===== src/rtl/stall_mgmt_pkg.sv =====
// Shared constants for the stall/flush controller and the buffer stages it serves.
// Holds the FSM state encoding, the default timing parameters and the buffer data width.
package stall_mgmt_pkg;

  typedef enum logic [1:0] {
    ST_RUN   = 2'd0,
    ST_STALL = 2'd1,
    ST_HOLD  = 2'd2,
    ST_FLUSH = 2'd3
  } state_e;

  localparam int DEF_HOLD_CYCLES  = 2;
  localparam int DEF_FLUSH_CYCLES = 1;
  localparam int DEF_TIMEOUT      = 1024;
  localparam int DATA_W           = 32;

endpackage


===== src/rtl/stall_timeout_ctr.sv =====
// Saturating count of consecutive stalled cycles.
// Emits one registered pulse when the count first reaches TIMEOUT; it re-arms only after stall drops.
module stall_timeout_ctr
  import stall_mgmt_pkg::*;
#(
  parameter int TIMEOUT = DEF_TIMEOUT
) (
  input  logic clk,
  input  logic reset,
  input  logic stall_in,
  output logic timeout_pulse
);

  localparam int CW = $clog2(TIMEOUT + 1);
  localparam logic [CW-1:0] LIMIT = CW'(TIMEOUT);

  logic [CW-1:0] cnt_q, cnt_d;
  logic          pulse_q, pulse_d;

  always_comb begin
    cnt_d = cnt_q;
    if (!stall_in) begin
      cnt_d = '0;
    end else if (cnt_q != LIMIT) begin
      cnt_d = cnt_q + CW'(1);
    end
    // Only the transition into the saturated value fires.
    pulse_d = (cnt_d == LIMIT) && (cnt_q != LIMIT);
  end

  always_ff @(posedge clk or posedge reset) begin
    if (reset) begin
      cnt_q   <= '0;
      pulse_q <= 1'b0;
    end else begin
      cnt_q   <= cnt_d;
      pulse_q <= pulse_d;
    end
  end

  assign timeout_pulse = pulse_q;

endmodule


===== src/rtl/stall_mgmt_ctrl.sv =====
// Global stall/flush controller: merges buffer-full flags, external stall and flush requests
// into registered stall/flush broadcasts with release hysteresis. Build option STALL_PERF_CNT_EN adds perf counters.
//
// state    | meaning
// ---------+-----------------------------------------------------------
// ST_RUN   | pipeline flowing, stall=0 flush=0
// ST_STALL | a stall cause is active, stall=1
// ST_HOLD  | causes cleared, stall held for HOLD_CYCLES more cycles
// ST_FLUSH | flush=1 for FLUSH_CYCLES (extended by further requests)
module stall_mgmt_ctrl
  import stall_mgmt_pkg::*;
#(
  parameter int NUM_BUFS     = 4,
  parameter int HOLD_CYCLES  = DEF_HOLD_CYCLES,
  parameter int FLUSH_CYCLES = DEF_FLUSH_CYCLES,
  parameter int TIMEOUT      = DEF_TIMEOUT
) (
  input  logic                clk,
  input  logic                reset,
  input  logic [NUM_BUFS-1:0] buf_full,
  input  logic                ext_stall_req,
  input  logic                flush_req,
  output logic                stall,
  output logic                flush,
  output logic                stall_timeout,
  output logic [1:0]          state_out
`ifdef STALL_PERF_CNT_EN
  ,
  output logic [31:0]         stall_cycle_cnt,
  output logic [15:0]         flush_cnt
`endif
);

  localparam int  HW      = $clog2(HOLD_CYCLES + 2);
  localparam int  FW      = $clog2(FLUSH_CYCLES + 1);
  localparam bit  HOLD_EN = (HOLD_CYCLES > 0);
  localparam logic [HW-1:0] HOLD_LOAD  = HOLD_EN ? HW'(HOLD_CYCLES - 1) : '0;
  localparam logic [FW-1:0] FLUSH_LOAD = FW'(FLUSH_CYCLES - 1);

  state_e        state_q, state_d;
  logic [HW-1:0] hold_tmr_q, hold_tmr_d;
  logic [FW-1:0] flush_tmr_q, flush_tmr_d;
  logic          stall_q, stall_d;
  logic          flush_q, flush_d;
  logic          cause;

  assign cause = (|buf_full) | ext_stall_req;

  always_comb begin
    state_d     = state_q;
    hold_tmr_d  = hold_tmr_q;
    flush_tmr_d = flush_tmr_q;
    case (state_q)
      ST_RUN: begin
        if (flush_req) begin
          state_d     = ST_FLUSH;
          flush_tmr_d = FLUSH_LOAD;
        end else if (cause) begin
          state_d = ST_STALL;
        end
      end
      ST_STALL: begin
        if (flush_req) begin
          state_d     = ST_FLUSH;
          flush_tmr_d = FLUSH_LOAD;
        end else if (!cause) begin
          if (HOLD_EN) begin
            state_d    = ST_HOLD;
            hold_tmr_d = HOLD_LOAD;
          end else begin
            state_d = ST_RUN;
          end
        end
      end
      ST_HOLD: begin
        if (flush_req) begin
          state_d     = ST_FLUSH;
          flush_tmr_d = FLUSH_LOAD;
        end else if (cause) begin
          state_d = ST_STALL;
        end else if (hold_tmr_q == '0) begin
          state_d = ST_RUN;
        end else begin
          hold_tmr_d = hold_tmr_q - HW'(1);
        end
      end
      ST_FLUSH: begin
        // Causes are ignored here; RUN picks them up on the following edge.
        if (flush_req) begin
          flush_tmr_d = FLUSH_LOAD;
        end else if (flush_tmr_q == '0) begin
          state_d = ST_RUN;
        end else begin
          flush_tmr_d = flush_tmr_q - FW'(1);
        end
      end
      default: state_d = ST_RUN;
    endcase
    stall_d = (state_d == ST_STALL) || (state_d == ST_HOLD);
    flush_d = (state_d == ST_FLUSH);
  end

  always_ff @(posedge clk or posedge reset) begin
    if (reset) begin
      state_q     <= ST_RUN;
      hold_tmr_q  <= '0;
      flush_tmr_q <= '0;
      stall_q     <= 1'b0;
      flush_q     <= 1'b0;
    end else begin
      state_q     <= state_d;
      hold_tmr_q  <= hold_tmr_d;
      flush_tmr_q <= flush_tmr_d;
      stall_q     <= stall_d;
      flush_q     <= flush_d;
    end
  end

  stall_timeout_ctr #(
    .TIMEOUT (TIMEOUT)
  ) u_timeout (
    .clk           (clk),
    .reset         (reset),
    .stall_in      (stall_q),
    .timeout_pulse (stall_timeout)
  );

  assign stall     = stall_q;
  assign flush     = flush_q;
  assign state_out = state_q;

`ifdef STALL_PERF_CNT_EN
  logic [31:0] stall_cyc_q, stall_cyc_d;
  logic [15:0] flush_ent_q, flush_ent_d;

  always_comb begin
    stall_cyc_d = stall_cyc_q;
    flush_ent_d = flush_ent_q;
    if (stall_q && (stall_cyc_q != '1)) begin
      stall_cyc_d = stall_cyc_q + 32'd1;
    end
    if ((state_d == ST_FLUSH) && (state_q != ST_FLUSH) && (flush_ent_q != '1)) begin
      flush_ent_d = flush_ent_q + 16'd1;
    end
  end

  always_ff @(posedge clk or posedge reset) begin
    if (reset) begin
      stall_cyc_q <= '0;
      flush_ent_q <= '0;
    end else begin
      stall_cyc_q <= stall_cyc_d;
      flush_ent_q <= flush_ent_d;
    end
  end

  assign stall_cycle_cnt = stall_cyc_q;
  assign flush_cnt       = flush_ent_q;
`endif

endmodule


===== config.mk =====
export PLATFORM = sky130hd
export DESIGN_NAME = stall_mgmt_ctrl
export DESIGN_NICKNAME = d
export VERILOG_FILES = /design/src/rtl/stall_mgmt_pkg.sv /design/src/rtl/stall_timeout_ctr.sv /design/src/rtl/stall_mgmt_ctrl.sv
export SDC_FILE = /design/constraint.sdc
export NUM_CORES = 1
export LEC_CHECK = 0
export CORE_MARGIN = 5
export CORE_UTILIZATION = 48
export CTS_CLUSTER_SIZE = 8
export DETAILED_ROUTE_END_ITERATION = 16
export PLACE_DENSITY = 0.74
export SKIP_LAST_GASP = 1
export SYNTH_ARGS = -nofsm -noshare
export SYNTH_HDL_FRONTEND = slang
export SYNTH_SLANG_ARGS = --single-unit

===== constraint.sdc =====
create_clock -name clk -period 1.82 [get_ports clk]
set_input_delay 0.455 -clock clk [delete_from_list [all_inputs] [get_ports clk]]
set_output_delay 0.455 -clock clk [all_outputs]
set_load 0.1 [all_outputs]

======== Word-level counts from Yosys, hierarchy flattened ========
Index checks and enable logic that the tools add are counted.
word-level totals
  register bits after elaboration ......... 19
  input port bits ......................... 8
  word-level logic and storage cells ...... 55
cells by class
  add/sub/neg operators ................... 3
  eq/ne operators ......................... 14
  muxes and demuxes ....................... 22
  bitwise gates (word level) .............. 1
  reduce and logical (&&, ||, !) cells .... 8
operator list
  kind                   count
  $mux 2                 14
  $mux 11                2
  $add 11x1->11 const B  1
  $eq 11x11->1 const B   1
  $ne 11x11->1 const B   1
  $ne 2x2->1 const B     5
  $eq 2x2->1 const B     4
  $pmux 2 s4             1
  $reduce_and 6->1       1
  $eq 2x1->1 const B     2
  $logic_not 2->1        2
  $pmux 2 s2             1
  $reduce_or 4->1        1
  $mux 1                 3
  $reduce_or 3->1        1
  $ne 2x1->1 const B     1
  $pmux 1 s2             1
  $reduce_bool 2->1      1
  $sub 2x1->2 const B    1
  $logic_and 1x1->1      1
  $logic_or 1x1->1       1
  $or 1x1->1             1
  $sub 1x1->1 const B    1

======== Depth between registers and ports, before layout ========
Gate-level depths: netlist of the first run.
  depth in word-level cells ............... 7
  mapped depth ............................ 7
  depth with buffers taken out ............ 7

======== By module ========
Synthesis of the first run repeated with hierarchy kept, for this count alone.
second synthesis, totals
  cell total of the unflattened synthesis .. 107
  area total of the unflattened synthesis .. 1,059.8 um^2
modules (own cells, without submodules)
  module             times used  cells each  area each (um^2)
  stall_timeout_ctr  1           79          758.2
  stall_mgmt_ctrl    1           28          301.5

======== Worst setup path after synthesis of the first run ========
No wires, ideal clock.
  path kind ............................... flip-flop to flip-flop
  start ................................... register state_q[1] (netlist: state_out[1])
  end ..................................... register hold_tmr_q[0]
  library setup time ...................... 121 ps
  data arrival time ....................... 2,046 ps
  data required time ...................... 1,699 ps
  setup slack ............................. -347 ps
  cell stages (with the launch flop) ...... 6
  path buffers ............................ 0
  cells stage by stage .................... dfrtp_1 -> or3b_1 -> a211oi_2 -> nor3b_1 -> a21oi_1 -> o22a_1
on the way
  cells in the longest elaborated chain, start to end .. 3
ends and longest elaborated chain
  what                                                       line                    text
  start, declared                                            stall_mgmt_ctrl.sv:40   state_e state_q, state_d;
  start signal, assigned                                     stall_mgmt_ctrl.sv:111  state_q <= state_d;
  $eq 2x2->1 or $eq 2x1->1 (tied branches)                   stall_mgmt_ctrl.sv:53   case (state_q)
  $ne 2x2->1 (no line) or $reduce_bool 2->1 (tied branches)  --
  $reduce_and 6->1 (no line)                                 --
  end signal, assigned                                       stall_mgmt_ctrl.sv:112  hold_tmr_q <= hold_tmr_d;
  end, declared                                              stall_mgmt_ctrl.sv:41   logic [HW-1:0] hold_tmr_q, hold_tmr_d;
Parallel ways exist; a longest one is shown, timed or not.
A chain may end at the register's enable or synchronous reset.

======== Worst setup path after layout of the first run ========
  start ................................... register hold_tmr_q[1]
  end ..................................... register hold_tmr_q[0]
on the way
  cells in the longest elaborated chain, start to end .. 3
ends and longest elaborated chain
  what                        line                   text
  $logic_not 2->1             stall_mgmt_ctrl.sv:81  end else if (hold_tmr_q == '0) begin
  $ne 2x2->1 (no line)        --
  $reduce_and 6->1 (no line)  --
No other way between the ends.

==> impl_metrics.json, run 1 <==
{
  "cp_num_buf_inv": 1,
  "intPower_mw": 0.6437,
  "p_total_mw": 0.9514,
  "finalCritPeriodShare_pct": 100.4,
  "path_class": "flip-flop to flip-flop",
  "finalHoldViolCount": 0,
  "final.setup.worst_slack_ps": -6.549,
  "grt_max_degree": 19,
  "fin_crit_ps": 1827,
  "initial_core_util_pct": 51.26,
  "setup_viol": 1,
  "wl_per_cell_um": 14.87,
  "worst_setup_path_start_kind": "flip-flop",
  "vias": 827,
  "numClockSinks": 18,
  "comb_power_share_pct": 29.8,
  "maxCapViolCount": 0,
  "dr.pass1.iters": 4,
  "syn_area_um2": 1016,
  "grt.total_usage_pct": 14.38,
  "clock_power_share_pct": 21.1,
  "cts_tree": "done",
  "synthFlopType": "dfrtp_1",
  "synth_edf_count": 0,
  "ctsHoldBuffers": 0,
  "violations": "setup timing",
  "p_leak_nw": 0.5759,
  "place_inst": 141,
  "syn_inst": 99,
  "status": "finished with violations",
  "worstPathArrival_ps": 2010,
  "pwr-share-seq_pct": 49.1,
  "routed_via_density": 5.513,
  "coreArea_um2": 1982,
  "fin_area_um2": 1334,
  "final_max_slew_viol_count": 0,
  "dp_hpwl_mm": 1.558,
  "rows": 16,
  "power.density_nw_per_um2": 713.3,
  "power.switching_mw": 0.3077,
  "drive_gt1_share_pct": 32.52,
  "switching_share_pct": 32.34,
  "finalNonFillerCells": 150,
  "root_buffer": "clkbuf_4",
  "fmax_mhz": 547.5,
  "cp_top_family": "simple AND/OR/NAND/NOR gates",
  "grt_pass1_vias": 780,
  "drt_wl_total_mm": 2.231,
  "die_y_um": 56.01,
  "worst_pin_slew_ps": 373.3,
  "crit_chain": "inv_2 > ha_4 > or3b_4 > a211oi_4 > nor3b_2 > a21oi_1 > o22a_1",
  "utilization_pct": 67.30,
  "max_slew_margin_pct": 74.76,
  "cp_max_fo": 3,
  "final_nets": 136,
  "yosysWarnings": 0,
  "htreeDepth": 1,
  "totalNegativeSetupSlack_ps": -6.549,
  "ant_nets": 0,
  "rsz0062_at_grt": "true",
  "grt_remaining_overflow": 0,
  "skew_ps": 2.653,
  "syn-num-nets": 111,
  "endpoint_kind": "flip-flop",
  "synth_cell_types": 39,
  "cp_slowest_cell": "or3b_4",
  "worstPathRequired_ps": 2000,
  "die-width_um": 56.01,
  "gp_congestion": 0.7943,
  "ir_drop_uv": 810.2,
  "path_clk_slew_ps": 100,
  "port_buffers": 12,
  "post_dp_cell_area_um2": 1242,
  "drtIter0Drc": 42,
  "synthToLayoutAreaGrowth_pct": 31.28,
  "n_antenna_cell": 0,
  "ys_async_sr_fraction_pct": 100.0,
  "slowest_delay_ps": 410,
  "die_area_um2": 3137,
  "drc": 0,
  "ys_ff_latch": 18,
  "cts_buffers": 3,
  "antenna_found_initial": 0,
  "synth_area_per_cell_um2": 10.26,
  "io_pins": 13,
  "insertion_delay_ps": 290,
  "min_path_type": "input pin to asynchronous set/reset pin",
  "clockBufferDepth": 2,
  "seq_area_frac_synth_pct": 44.33,
  "grt_pass1_wl_mm": 3.512
}
power groups by stage:
stage	clock, mW	combinational (mW)	sequential (mW)
6_report	0.201	0.283	0.468
5_1_grt	0.217	0.307	0.472
4_1_cts	0.206	0.249	0.464
3_3_place_gp	0	0.241	0.471
3_5_place_dp	0	0.245	0.472
2_1_floorplan	0	0.123	0.508
per-stage QoR:
step                setup slack [ps]  hold WS (ps)
CTS                            1.928         488.1
global placement              -368.6         474.0
floorplan                     -62.95         393.4
finish                        -6.549         476.4
global route                  -67.58         523.8
detailed placement            -454.4         477.4
repair_timing:
item	CTS	global route
pin swaps	3	5
endpoints found under the hold margin	0	0
endpoints found under the setup margin	2	4
setup buffers	1	4
resized for setup	8	5
gates cloned	0	0
worst min-delay path, cell delays in order:
cell and delay (ps):
clkdlybuf4s50_1 400, inv_1 50, buf_4 240
cell families (layout without fill, tap and decap cells):
group	Yosys count	after routing	synth area share, %
AND/OR/NAND/NOR	43	43	26.73
flip-flops	18	18	44.33
AO/OA/AOI/OAI	16	16	11.58
buffers and inverters	10	34	5.541
XOR/XNOR	8	8	6.896
adder cells (fa/ha/maj)	4	4	4.926
cell type report:
| cell class | count | area, um2 |
|---|---|---|
| Multi-Input combinational cell | 71 | 540.5 |
| Sequential cell | 18 | 455.4 |
| Inverter | 6 | 22.52 |
| Tap cell | 27 | 33.78 |
| Fill cell | 140 | 648.1 |
| Clock buffer | 4 | 26.28 |
| Timing Repair Buffer | 24 | 255.2 |
cell usage after synthesis, drive strengths merged, types with 3 or more instances:
cell type / n / area share (%)
nand2b: 3 / 1.8
nand3: 6 / 3.0
xnor2: 4 / 3.4
nand4: 3 / 3.3
buf: 3 / 3.0
ha: 4 / 4.9
dfrtp: 18 / 44
nor2: 12 / 4.4
nand2: 3 / 1.1
inv: 6 / 2.2
a21oi: 4 / 2.7
nor4b: 3 / 3.2
xor2: 4 / 3.4
layer usage:
layer	track usage, %	vias up	part of all wire [%]
met3	3.480	4	3.7
li1	-	397	-
met5	0	-	0
met1	19.97	402	46
met4	5.763	0	1.2
met2	21.37	24	49
state kept, by name, indices dropped and copies added, names as in the netlist:
signal                   flops
state_out                    2
flush                        1
hold_tmr_q                   2
u_timeout.timeout_pulse      1
stall                        1
u_timeout.cnt_q             11
final timing paths:
path	slack (ps)	startpoint	end	depth (start not counted)
worst min register to register	600	u_timeout.cnt_q[10]	u_timeout.cnt_q[10]	2
max in group asynchronous	1140	reset	state_out[1]	3
worst min-delay path	480	reset	u_timeout.cnt_q[10]	3
worst max register to register	-7	hold_tmr_q[1]	hold_tmr_q[0]	7
min in group clk	600	u_timeout.cnt_q[10]	u_timeout.cnt_q[10]	2
worst max-delay path	-7	hold_tmr_q[1]	hold_tmr_q[0]	7
cells in the final DEF, fill, tap and decap left out, drive strengths merged, types with 2 or more instances in the layout:
| cell type | n |
|---|---|
| nand2 | 3 |
| nand4 | 3 |
| nand2b | 3 |
| buf | 17 |
| a21oi | 4 |
| clkdlybuf4s50 | 3 |
| dfrtp | 18 |
| xnor2 | 4 |
| ha | 4 |
| o21ai | 2 |
| clkbuf | 4 |
| nor4b | 3 |
| dlygate4sd2 | 4 |
| inv | 6 |
| or4 | 2 |
| nor2 | 12 |
| o21a | 2 |
| nor3b | 2 |
| nand3 | 6 |
| xor2 | 4 |
| nor3 | 2 |
Note: power is estimated with default switching activity, not from simulation.
==> inputs of run 2 (changes only) <==
- CTS_CLUSTER_DIAMETER: unset -> 150
==> results of run 2 <==
No change in the layout: final DEF, timing and power equal those of run 1.
==> inputs of run 3 (changes only) <==
- PLACE_DENSITY: 0.74 -> 0.73
- SYNTH_HIERARCHICAL: unset -> 1
==> run 3 against run 2 <==
  * First-iteration DRC count up 50%
  * Synthesized area is 4.3% higher
  * Register-to-register slack better by 70 ps
  * Hold slack lost 78 ps
  * Sequential power up 1%
  * Wire length up 4.9%
  * Die area up 3.5%
  * Final cell count is 4.0% higher
  * Combinational power is 12% lower
  * Flip-flop and latch count stayed put
  * Highest routed layer unchanged
  * Setup slack better by 59 ps
  * Count of clock-buffer cells in the layout unchanged
  * The run now ends clean
==> impl_metrics.json, run 3 <==
{
  "synth_edf_count": 0,
  "ys_ff_latch": 18,
  "slowest_delay_ps": 460,
  "synth_area_leader_cell": "dfrtp_1",
  "finalHoldViolCount": 0,
  "fmax_mhz": 565.7,
  "cts_tree": "done",
  "finalNonFillerCells": 156,
  "finalCritPeriodShare_pct": 97.13,
  "cp-endpoint": "stall",
  "worstPathRequired_ps": 2000,
  "syn_area_um2": 1060,
  "p_leak_nw": 0.6146,
  "synth_area_leaders": "dfrtp_1, ha_1, xnor2_1",
  "worstPathArrival_ps": 1950,
  "yosysWarnings": 6,
  "max_slew_margin_pct": 68.04,
  "coreArea_um2": 2170,
  "grt_max_degree": 13,
  "power.density_nw_per_um2": 701.2,
  "cp_slowest_cell": "or4_4",
  "dr.pass1.iters": 4,
  "gp_congestion": 0.7471,
  "rows": 17,
  "reg2reg_to": "stall",
  "ys_async_sr_fraction_pct": 100.0,
  "routed_via_density": 5.821,
  "final_max_slew_viol_count": 0,
  "drtIter0Drc": 63,
  "synth_cell_types": 36,
  "grt.total_usage_pct": 15.19,
  "syn_inst": 107,
  "min_path_type": "input pin to asynchronous set/reset pin",
  "status": "finished, final reports clean",
  "worst_pin_slew_ps": 478.8,
  "hold_ws_ps": 398.0,
  "wl_per_cell_um": 15.00,
  "htreeDepth": 1,
  "largest_reg_flops": 11,
  "synth_top_area_share_pct": 42.50,
  "reg2reg_from": "hold_tmr_q[0]",
  "endpoint_kind": "flip-flop",
  "final_nets": 141,
  "startpoint": "buf_full[0]",
  "dp_hpwl_mm": 1.695,
  "drc": 0,
  "dp_slack_ps": -346.9,
  "clockBufferDepth": 2,
  "synthTopCellsByCount": "dfrtp_1, nand2_1, nor2_1",
  "synth.most_common_cell": "dfrtp_1",
  "setup_viol": 0,
  "ctsHoldBuffers": 0,
  "grt_pass1_vias": 849,
  "rsz0062_at_grt": "true",
  "seq_area_frac_synth_pct": 42.50,
  "maxCapViolCount": 0,
  "final.setup.worst_slack_ps": 52.19,
  "crit_chain": "clkdlybuf4s50_1 > or4_4 > a211oi_4 > or2_4 > ha_1",
  "syn-num-nets": 119,
  "root_buffer": "clkbuf_4",
  "post_dp_cell_area_um2": 1297,
  "ff2ff_path_depth": 6,
  "synth_area_per_cell_um2": 9.904,
  "grt_remaining_overflow": 0,
  "utilization_pct": 63.26,
  "final_common_cell": "dfrtp_1",
  "place_inst": 151,
  "cts_buffers": 3,
  "n_antenna_cell": 0,
  "regMostFlops": "u_timeout/cnt_q",
  "r2r_setup_slack_ps": 60,
  "ant_nets": 0,
  "port_buffers": 12,
  "drt_wl_total_mm": 2.340,
  "vias": 908,
  "insertion_delay_ps": 290,
  "synthFlopType": "dfrtp_1",
  "io_pins": 13,
  "worst_setup_path_start_kind": "input pin",
  "path_class": "input pin to flip-flop",
  "final_cell_mix": "dfrtp_1, nand2_1, nor2_1",
  "drive_gt1_share_pct": 24.22,
  "skew_ps": 0.8078,
  "numClockSinks": 18,
  "die_y_um": 56.99,
  "grt_pass1_wl_mm": 3.850,
  "initial_core_util_pct": 48.85,
  "path_clk_slew_ps": 100,
  "fin_area_um2": 1373,
  "cp_max_fo": 3,
  "fin_crit_ps": 1768,
  "die-width_um": 56.99,
  "die_area_um2": 3247,
  "antenna_found_initial": 0,
  "ir_drop_uv": 671.6,
  "synthToLayoutAreaGrowth_pct": 29.52
}
## run 3: cell types whose count changed after synthesis, moves of 3 or more
cell     change
nor2_1       -6
nand2_1      +6
and2_1       +4
o21ai_0      +3
nor2b_1      +5
## run 3: power breakdown
| part | total, mW | internal, mW | switching (mW) |
|---|---|---|---|
| Clock | 0.241 | 0.122 | 0.119 |
| Combinational | 0.249 | 0.112 | 0.137 |
| Sequential | 0.473 | 0.427 | 0.0459 |
## run 3: cell type report
| class | count | area [um2] |
|---|---|---|
| Fill cell | 180 | 797.0 |
| Sequential cell | 18 | 455.4 |
| Multi-Input combinational cell | 82 | 604.3 |
| Tap cell | 28 | 35.03 |
| Inverter | 7 | 26.28 |
| Clock buffer | 4 | 36.28 |
| Timing Repair Buffer | 17 | 215.2 |
## run 3: what timing repair did
action,in CTS,in global routing
pin swaps,0,4
gates resized for setup,2,8
endpoints found under the setup margin,1,9
setup buffers,0,1
## run 3: worst min-delay path by stage
stage                             start       endpoint  slack [ps]  depth (start not counted)
after floorplan                   reset          flush         250                          1
after global placement    hold_tmr_q[0]  hold_tmr_q[0]         460                          1
after detailed placement  hold_tmr_q[0]  hold_tmr_q[0]         470                          1
after CTS                         reset          flush         390                          2
after global routing              reset  hold_tmr_q[0]         400                          2
final                             reset  hold_tmr_q[1]         400                          2
## run 3: logic make-up after synthesis
logic type / synth area share (%)
and+or+nand+nor: 28.81
muxes: 1.889
DFF: 42.50
buffers and inverters: 2.480
adders and majority gates: 4.723
AOI/OAI and AO/OA: 13.81
xor gates and xnor gates: 5.785
## run 3: critical path: cells and delay by family
family	cells	cell delay (ps)
AOI/OAI and AO/OA	1	260
and+or+nand+nor	2	630
adders and majority gates	1	220
buffers and inverters	1	400
## run 3: layer usage
layer,vias to the layer above,routed length [um],global-route usage [%]
met2,34,1187,24.63
met1,454,1010,20.57
li1,418,-,-
met4,0,17,4.967
met3,2,125,2.715
met5,-,0,0
## run 3: through the flow
step | power (mW) | TNS (ps)
2_1_floorplan | 0.6137 | 0
3_3_place_gp | 0.7005 | -923.3
3_5_place_dp | 0.7091 | -1209
4_1_cts | 0.9593 | 0
5_1_grt | 1.020 | -32.37
6_report | 0.9625 | 0
